File: config.mk
export PLATFORM = sky130hd
export DESIGN_NAME = id_hazard_ctrl
export DESIGN_NICKNAME = d
export VERILOG_FILES = /design/src/rtl/id_hazard_ctrl.sv
export SDC_FILE = /design/constraint.sdc
export NUM_CORES = 1
export LEC_CHECK = 0
export CORE_MARGIN = 2
export CORE_UTILIZATION = 45
export DETAILED_ROUTE_END_ITERATION = 8
export GPL_TIMING_DRIVEN = 0
export PLACE_DENSITY_LB_ADDON = 0.1
export SLEW_MARGIN = 20
export SYNTH_ARGS = -nofsm -noshare
export SYNTH_HDL_FRONTEND = slang
export SYNTH_SLANG_ARGS = --single-unit
File: constraint.sdc
create_clock -name clk -period 5.7 [get_ports clk]
set_input_delay 1.14 -clock clk [delete_from_list [all_inputs] [get_ports clk]]
set_output_delay 1.14 -clock clk [all_outputs]
set_load 0.01 [all_outputs]
File: src/rtl/id_hazard_ctrl.sv
// ID-stage pipeline control: RAW stall, taken-branch flush and memory freeze for the 5-stage core.
// In-flight destinations are tracked in a three-slot shift-register scoreboard (EX, MEM, WB).
module id_hazard_ctrl #(
  parameter bit WB_BYPASS = 1'b1,
  parameter int CNT_W     = 32
) (
  input  logic             clk,
  input  logic             reset,
  input  logic             id_valid,
  input  logic [31:0]      id_ir,
  input  logic             ex_branch_taken,
  input  logic             mem_busy,
  output logic             stall_if,
  output logic             bubble_ex,
  output logic             hold_ex,
  output logic             flush_if_id,
  output logic [1:0]       state,
  output logic [CNT_W-1:0] stall_cycles
);

  typedef enum logic [1:0] {
    RUN     = 2'd0,
    HAZARD  = 2'd1,
    MEMWAIT = 2'd2,
    FLUSH   = 2'd3
  } ctrl_state_t;

  localparam logic [6:0] OP_LUI    = 7'b0110111;
  localparam logic [6:0] OP_AUIPC  = 7'b0010111;
  localparam logic [6:0] OP_JAL    = 7'b1101111;
  localparam logic [6:0] OP_JALR   = 7'b1100111;
  localparam logic [6:0] OP_BRANCH = 7'b1100011;
  localparam logic [6:0] OP_LOAD   = 7'b0000011;
  localparam logic [6:0] OP_STORE  = 7'b0100011;
  localparam logic [6:0] OP_IMM    = 7'b0010011;
  localparam logic [6:0] OP_OP     = 7'b0110011;
  localparam logic [CNT_W-1:0] CNT_ONE = CNT_W'(1);

  logic [6:0]  opcode;
  logic [4:0]  rd, rs1, rs2;
  logic        reads_rs1, reads_rs2, writes_rd;
  logic        rs1_hit, rs2_hit, hazard, issue;
  logic        ex_v, mem_v, wb_v;
  logic [4:0]  ex_rd, mem_rd, wb_rd;
  logic        unused_ir_bits;
  ctrl_state_t state_q, state_d;

  assign opcode = id_ir[6:0];
  assign rd     = id_ir[11:7];
  assign rs1    = id_ir[19:15];
  assign rs2    = id_ir[24:20];
  assign unused_ir_bits = ^{id_ir[31:25], id_ir[14:12]};

  always_comb begin
    reads_rs1 = 1'b0;
    reads_rs2 = 1'b0;
    writes_rd = 1'b0;
    case (opcode)
      OP_LUI, OP_AUIPC, OP_JAL: writes_rd = 1'b1;
      OP_JALR, OP_LOAD, OP_IMM: begin
        reads_rs1 = 1'b1;
        writes_rd = 1'b1;
      end
      OP_BRANCH, OP_STORE: begin
        reads_rs1 = 1'b1;
        reads_rs2 = 1'b1;
      end
      OP_OP: begin
        reads_rs1 = 1'b1;
        reads_rs2 = 1'b1;
        writes_rd = 1'b1;
      end
      default: ;
    endcase
    if (rd == 5'd0) writes_rd = 1'b0;
  end

  // With WB_BYPASS the register file write lands before the read, so WB never conflicts.
  always_comb begin
    rs1_hit = (ex_v && ex_rd == rs1) || (mem_v && mem_rd == rs1) ||
              (!WB_BYPASS && wb_v && wb_rd == rs1);
    rs2_hit = (ex_v && ex_rd == rs2) || (mem_v && mem_rd == rs2) ||
              (!WB_BYPASS && wb_v && wb_rd == rs2);
  end

  assign hazard = id_valid &&
                  ((reads_rs1 && rs1 != 5'd0 && rs1_hit) ||
                   (reads_rs2 && rs2 != 5'd0 && rs2_hit));
  assign issue  = id_valid && writes_rd && !hazard && !ex_branch_taken;

  always_comb begin
    state_d = RUN;
    if (reset)                state_d = RUN;
    else if (mem_busy)        state_d = MEMWAIT;
    else if (ex_branch_taken) state_d = FLUSH;
    else if (hazard)          state_d = HAZARD;
  end

  always_comb begin
    stall_if    = 1'b0;
    bubble_ex   = 1'b0;
    hold_ex     = 1'b0;
    flush_if_id = 1'b0;
    case (state_d)
      MEMWAIT: begin
        stall_if = 1'b1;
        hold_ex  = 1'b1;
      end
      FLUSH: begin
        flush_if_id = 1'b1;
        bubble_ex   = 1'b1;
      end
      HAZARD: begin
        stall_if  = 1'b1;
        bubble_ex = 1'b1;
      end
      default: ;
    endcase
  end

  always_ff @(posedge clk) begin
    if (reset) state_q <= RUN;
    else       state_q <= state_d;
  end

  assign state = state_q;

  // A memory wait freezes the whole scoreboard; otherwise producers advance one stage per cycle.
  always_ff @(posedge clk) begin
    if (reset) begin
      ex_v   <= 1'b0;
      ex_rd  <= 5'd0;
      mem_v  <= 1'b0;
      mem_rd <= 5'd0;
      wb_v   <= 1'b0;
      wb_rd  <= 5'd0;
    end else if (!mem_busy) begin
      wb_v   <= mem_v;
      wb_rd  <= mem_rd;
      mem_v  <= ex_v;
      mem_rd <= ex_rd;
      ex_v   <= issue;
      ex_rd  <= issue ? rd : 5'd0;
    end
  end

  always_ff @(posedge clk) begin
    if (reset)         stall_cycles <= '0;
    else if (stall_if) stall_cycles <= stall_cycles + CNT_ONE;
  end

endmodule
==> results.json, run 1 <==
{
  "worstPathCellList": "clkdlybuf4s50_1 > or4_1 > nor2_1 > or4_4 > o22a_2 > a21oi_1 > ha_1 > clkdlybuf4s50_1",
  "gr-usage-all-layers_pct": 19.47,
  "syn-cell-area_um2": 2361,
  "hp-class": "flop to flop",
  "yosys-mux-area-fraction_pct": 2.968,
  "whs_ps": 514.3,
  "clock_skew_ps": 8.714,
  "r2r_cells": 11,
  "worstHoldPathCells": 2,
  "vias": 2028,
  "dpl.hpwl_um": 4103,
  "finalSetupTns_ps": 0,
  "top_layer": "met4",
  "synth_compound_area_share_pct": 5.405,
  "p_sw_uw": 149.0,
  "cts_root_buffer": "clkbuf_8",
  "numPortBuffers": 62,
  "syn_avg_cell_area_um2": 8.943,
  "htreeDepth": 2,
  "setup_violations": 0,
  "postCtsSetupBuffers": 0,
  "core_area_um2": 5075,
  "hold_viol_final": 0,
  "drv_slew": 0,
  "multi_input_area_um2": 1381,
  "antenna_found_initial": 0,
  "status": "finished clean",
  "grt_max_degree": 16,
  "worstSetupEndpointType": "output pin",
  "layout_commonest_cell": "clkdlybuf4s50_1",
  "vias_per_cell": 5.020,
  "internal_power_uw": 533.5,
  "synth_fa_ha_area_share_pct": 1.060,
  "clkPwrFrac_pct": 42.6,
  "diodes": 0,
  "first_pass_iters": 4,
  "synth_top_family_by_area": "simple AND/OR/NAND/NOR gates",
  "die_area_um2": 5842,
  "met2WireLength_um": 2616,
  "powerDensity_nw_per_um2": 212.8,
  "rows": 26,
  "wl_um": 5447,
  "fin_crit_sh_pct": 85.92,
  "p_sw_share_pct": 21.83,
  "regArea_um2": 920.9,
  "synthDistinctLibCells": 41,
  "ios": 75,
  "synth_simple_gate_area_share_pct": 30.15,
  "grt_pass1_vias": 1963,
  "cp.arrival_ps": 3760,
  "cts_resized": 0,
  "layout-drive-gt1-share_pct": 7.784,
  "relSlewSlack_pct": 67.26,
  "synth_ff_type": "dfxtp_1",
  "start_kind": "primary input",
  "antenna_left": 0,
  "die_height_um": 76.44,
  "finalCriticalPeriod_ps": 4897,
  "slowest_delay_ps": 600,
  "grt_pass1_wl_um": 9328,
  "synth_area_leaders": "dfxtp_1 39%, xor2_1 10%, xnor2_1 8.9%, nor2_1 7.6%, mux2i_1 3.0%",
  "p_comb_share_pct": 9.2,
  "worst_pin_slew_ps": 491.1,
  "synth_top_area_cell": "dfxtp_1",
  "hold_end": "ex_rd[1]$_SDFFE_PP0N_",
  "initial_core_util_pct": 46.52,
  "drc": 0,
  "clk_pin_slew_ps": 90,
  "worstHoldStart": "ex_rd[1]$_SDFFE_PP0N_",
  "wl_per_cell_um": 13.48,
  "ys_warn_count": 0,
  "drtIter0Drc": 61,
  "seq_area_frac_synth_pct": 39.00,
  "postSynthCellCount": 264,
  "max-clock-path-buffers": 2,
  "place_congestion": 0.8351,
  "numCtsBuffers": 5,
  "async_reset_ff_share_pct": 0,
  "drt-met1-wl_um": 2465,
  "max_freq_mhz": 204.2,
  "place_inst": 396,
  "wl_met3_um": 301,
  "holdBufCountCts": 0,
  "required_ps": 4560,
  "crit_top_cell": "clkdlybuf4s50_1",
  "cp_max_fo": 7,
  "yosysTopAreaCellShare_pct": 39.00,
  "max_cap_viol_count": 0,
  "critical_path_class": "primary input to output pin",
  "r2r-start": "ex_rd[2]$_SDFFE_PP0N_",
  "synth_seq_cells": 46,
  "clk_latency_ps": 300,
  "clock-sinks": 46,
  "final_cells": 404,
  "vdd.ir_drop.worst_uv": 177.1,
  "slowest_stage": "clkdlybuf4s50_1",
  "final_nets": 372,
  "rsz0062_at_grt": "false",
  "p_seq_share_pct": 48.2,
  "grt-ovfl-total": 0,
  "p_leak_uw": 0.001130,
  "r2r_slack_ps": 2660,
  "cts_tree": "done",
  "die_w_um": 76.44,
  "areaGrowthSynthToFinish_pct": 35.82,
  "synth.net_count": 303,
  "final_cell_mix": "62 x clkdlybuf4s50_1, 48 x nor2_1, 46 x dfxtp_1, 27 x xor2_1, 24 x xnor2_1",
  "nFillCells": 464,
  "r2r-end": "stall_cycles[18]$_SDFFE_PP0P_",
  "synth-edff-count": 0,
  "synthXorXnorAreaFrac_pct": 18.92
}
flip-flops by register name, summed over array words and instances, names as in the netlist:
name          cells
stall_cycles     32
ex_rd             5
state             2
mem_v             1
ex_v              1
mem_rd            5
critical path, delay by kind of cell:
family                     cells  cell delay [ps]
and+or+nand+nor                3              830
AOI/OAI and AO/OA              2              250
buffers and inverters          2             1060
adders and majority gates      1              470
logic make-up (layout without fill, tap and decap cells):
kind of cell | Yosys count | count (layout)
adders and majority gates | 2 | 2
DFF | 46 | 46
muxes | 7 | 7
xor gates and xnor gates | 51 | 51
AOI/OAI and AO/OA | 16 | 16
and+or+nand+nor | 128 | 128
buffers and inverters | 14 | 84
routing by layer:
metal	up-vias	global-route usage [%]
met2	42	34.78
met3	6	5.213
met4	0	5.455
li1	1045	-
met5	-	0
met1	935	22.83
through the flow:
step	setup WS [ps]	utilization, %	cell area (um^2)	power [uW]
after CTS	766.8	63.19	3207	687.4
after global routing	666.0	63.19	3207	708.2
after floorplan	1856	-	2361	362.9
after detailed placement	781.0	60.48	3069	399.5
final	802.8	63.19	3207	682.5
after global placement	773.3	60.48	3069	398.6
final cells by class:
cell class                      count  share of cell area, %
Tap cell                           70                  2.731
Clock inverter                      3                  2.146
Clock buffer                        5                  2.146
Inverter                            5                 0.5853
Timing Repair Buffer               62                  19.35
Buffer                              9                  1.249
Multi-Input combinational cell    204                  43.07
Sequential cell                    46                  28.72
power groups by stage:
stage	Clock [uW]	Sequential, uW	Combinational, uW
after floorplan	0	337	26.3
after global placement	0	336	62.4
after detailed placement	0	336	63.2
after CTS	295	329	63.5
after global routing	310	330	68.8
final	291	329	62.8
worst max-delay path by stage:
| stage | from | endpoint | slack [ps] |
|---|---|---|---|
| global route | id_ir[17] | stall_if | 670 |
| floorplan | id_ir[2] | stall_if | 1860 |
| global placement | id_ir[15] | stall_if | 770 |
| finish | id_ir[15] | stall_if | 800 |
| detailed placement | id_ir[15] | stall_if | 780 |
| CTS | id_ir[15] | stall_if | 770 |
cell usage after synthesis (2+ instances only):
master and n:
buf_2 2, and3_1 3, and4_1 3, xor2_1 27
a32oi_1 3, nor2_1 48, or4_1 3, clkbuf_1 6
dfxtp_1 46, a21oi_1 3, nor4_2 3, o21ai_1 3
o21ai_0 2, nand3_1 13, mux2i_1 7, nor4_1 4
and2_1 6, nor3_1 11, nand2_1 14, inv_1 5
and4_4 2, nand4_1 7, xnor2_1 24, ha_1 2
No activity file was read; power rests on OpenSTA's default activity.
==> run 2: changes to the inputs <==
Settings changed: SKIP_LAST_GASP from default to 1.
==> results of run 2 <==
The final DEF is identical to that of run 1; final timing and power are the same.
==> run 3: changes to the inputs <==
Settings changed: CORE_UTILIZATION 45 to 30, HOLD_SLACK_MARGIN from default to 0.05, PLACE_DENSITY from default to 0.54, PLACE_DENSITY_LB_ADDON 0.1 to default.
==> results.json, run 3 (synthesis gave the netlist of run 1 again) <==
{
  "powerDensity_nw_per_um2": 182.6,
  "drtIter0Drc": 56,
  "max-clock-path-buffers": 2,
  "finalSetupTns_ps": 0,
  "largest_reg_flops": 32,
  "slowest_stage": "clkdlybuf4s50_1",
  "vias_per_cell": 4.687,
  "areaGrowthSynthToFinish_pct": 35.03,
  "drc": 0,
  "reg_top3": "stall_cycles x32, ex_rd x5, mem_rd x5",
  "die_w_um": 92.72,
  "clock_skew_ps": 11.09,
  "start_kind": "primary input",
  "grt_pass1_vias": 2042,
  "slowest_delay_ps": 590,
  "clock-sinks": 46,
  "vdd.ir_drop.worst_uv": 85.64,
  "wl_per_cell_um": 12.99,
  "p_sw_share_pct": 24.37,
  "final_cell_mix": "62 x clkdlybuf4s50_1, 48 x nor2_1, 46 x dfxtp_1, 27 x xor2_1, 24 x xnor2_1",
  "cts_tree": "done",
  "cts_root_buffer": "clkbuf_8",
  "clk_pin_slew_ps": 80,
  "die_area_um2": 8596,
  "vias": 2039,
  "setup_violations": 0,
  "internal_power_uw": 440.3,
  "postCtsSetupBuffers": 0,
  "initial_core_util_pct": 30.71,
  "gr-usage-all-layers_pct": 13.97,
  "dpl.hpwl_um": 4314,
  "grt_pass1_wl_um": 9577,
  "numCtsBuffers": 5,
  "clk_latency_ps": 300,
  "utilization_pct": 41.47,
  "r2r_slack_ps": 2710,
  "relSlewSlack_pct": 66.77,
  "antenna_found_initial": 0,
  "required_ps": 4560,
  "layout_commonest_cell": "clkdlybuf4s50_1",
  "worst_pin_slew_ps": 498.4,
  "hold_viol_final": 0,
  "max_freq_mhz": 204.5,
  "worstPathCellList": "clkdlybuf4s50_1 > nor2b_4 > a21oi_1 > or4_4 > o22a_2 > a21oi_1 > ha_1 > clkdlybuf4s50_1",
  "finalCriticalPeriod_ps": 4890,
  "grt_max_degree": 14,
  "status": "finished clean",
  "final_nets": 372,
  "clkPwrFrac_pct": 32.8,
  "ios": 75,
  "holdBufCountCts": 0,
  "top_register": "stall_cycles",
  "fin_total_pwr_uw": 582.2,
  "p_comb_share_pct": 10.8,
  "wl_um": 5652,
  "cts_resized": 0,
  "htreeDepth": 2,
  "p_sw_uw": 141.9,
  "crit_buf_inv": 2,
  "rows": 32,
  "crit_family": "buffers and inverters",
  "first_pass_iters": 4,
  "p_seq_share_pct": 56.5,
  "place_congestion": 0.8204,
  "drv_slew": 0,
  "max_cap_viol_count": 0,
  "die_height_um": 92.72,
  "p_leak_uw": 0.001106,
  "nFillCells": 797,
  "grt-ovfl-total": 0,
  "numPortBuffers": 62,
  "core_area_um2": 7687,
  "cp.arrival_ps": 3750,
  "critical_path_class": "primary input to output pin",
  "antenna_left": 0,
  "fin_crit_sh_pct": 85.78,
  "worstSetupEndpointType": "output pin",
  "diodes": 0,
  "layout-drive-gt1-share_pct": 7.508,
  "rsz0062_at_grt": "false",
  "cp_max_fo": 7,
  "hp-class": "flop to flop"
}
[run 3: cell types whose count changed in the layout (fill, tap and decap cells not counted), sizes merged]
cell,delta
bufinv,-2
clkinv,+1
[run 3: through the flow]
step	cells	hold slack (ps)	setup WS, ps	cell area, um^2
after floorplan	264	469.4	1856	2361
after global placement	428	499.5	804.4	3109
after detailed placement	428	508.2	803.0	3109
after CTS	435	521.2	801.2	3188
after global routing	435	558.8	683.6	3188
final	435	516.8	810.4	3188
[run 3: final timing paths]
check / from / endpoint / cells after the start
setup reg to reg: ex_rd[2]$_SDFFE_PP0N_ / stall_cycles[28]$_SDFFE_PP0P_ / 11
setup / recovery: id_ir[5] / stall_if / 8
hold reg to reg: ex_rd[1]$_SDFFE_PP0N_ / ex_rd[1]$_SDFFE_PP0N_ / 2
hold / removal: ex_rd[1]$_SDFFE_PP0N_ / ex_rd[1]$_SDFFE_PP0N_ / 2
[run 3: layout make-up]
class                   instances  area, um^2  area share (%)
repair buffers                 62       620.6           19.47
clock inverters                 2       10.01          0.3140
inverters                       5       18.77          0.5887
well taps                     102       127.6           4.003
flip-flops and latches         46       920.9           28.89
plain buffers                   9       40.04           1.256
multi-input cells             204        1381           43.33
clock buffers                   5       68.82           2.159
[run 3: routing by layer]
metal | global-route usage, % | part of all wire, %
met5 | 0 | 0
met4 | 4.412 | 1.4
met3 | 3.743 | 4.6
met2 | 24.09 | 48
met1 | 16.96 | 46
[run 3: worst register-to-register path: stages (launching register included)]
cell and delay, ps:
dfxtp_1 370, xor2_1 180, nor4_1 340, a32oi_1 190
o22a_2 240, a21oi_1 210, ha_1 330, and4_4 320
nand2_2 150, nor4b_2 330, xnor2_1 150, nor2_1 50
[run 3: power groups by stage]
stage	sequential, uW	combinational, uW	clock [uW]
finish	329	62.6	191
global route	329	68.8	218
CTS	329	63.6	201
detailed placement	336	63.1	0
global placement	336	62.6	0
floorplan	337	26.3	0
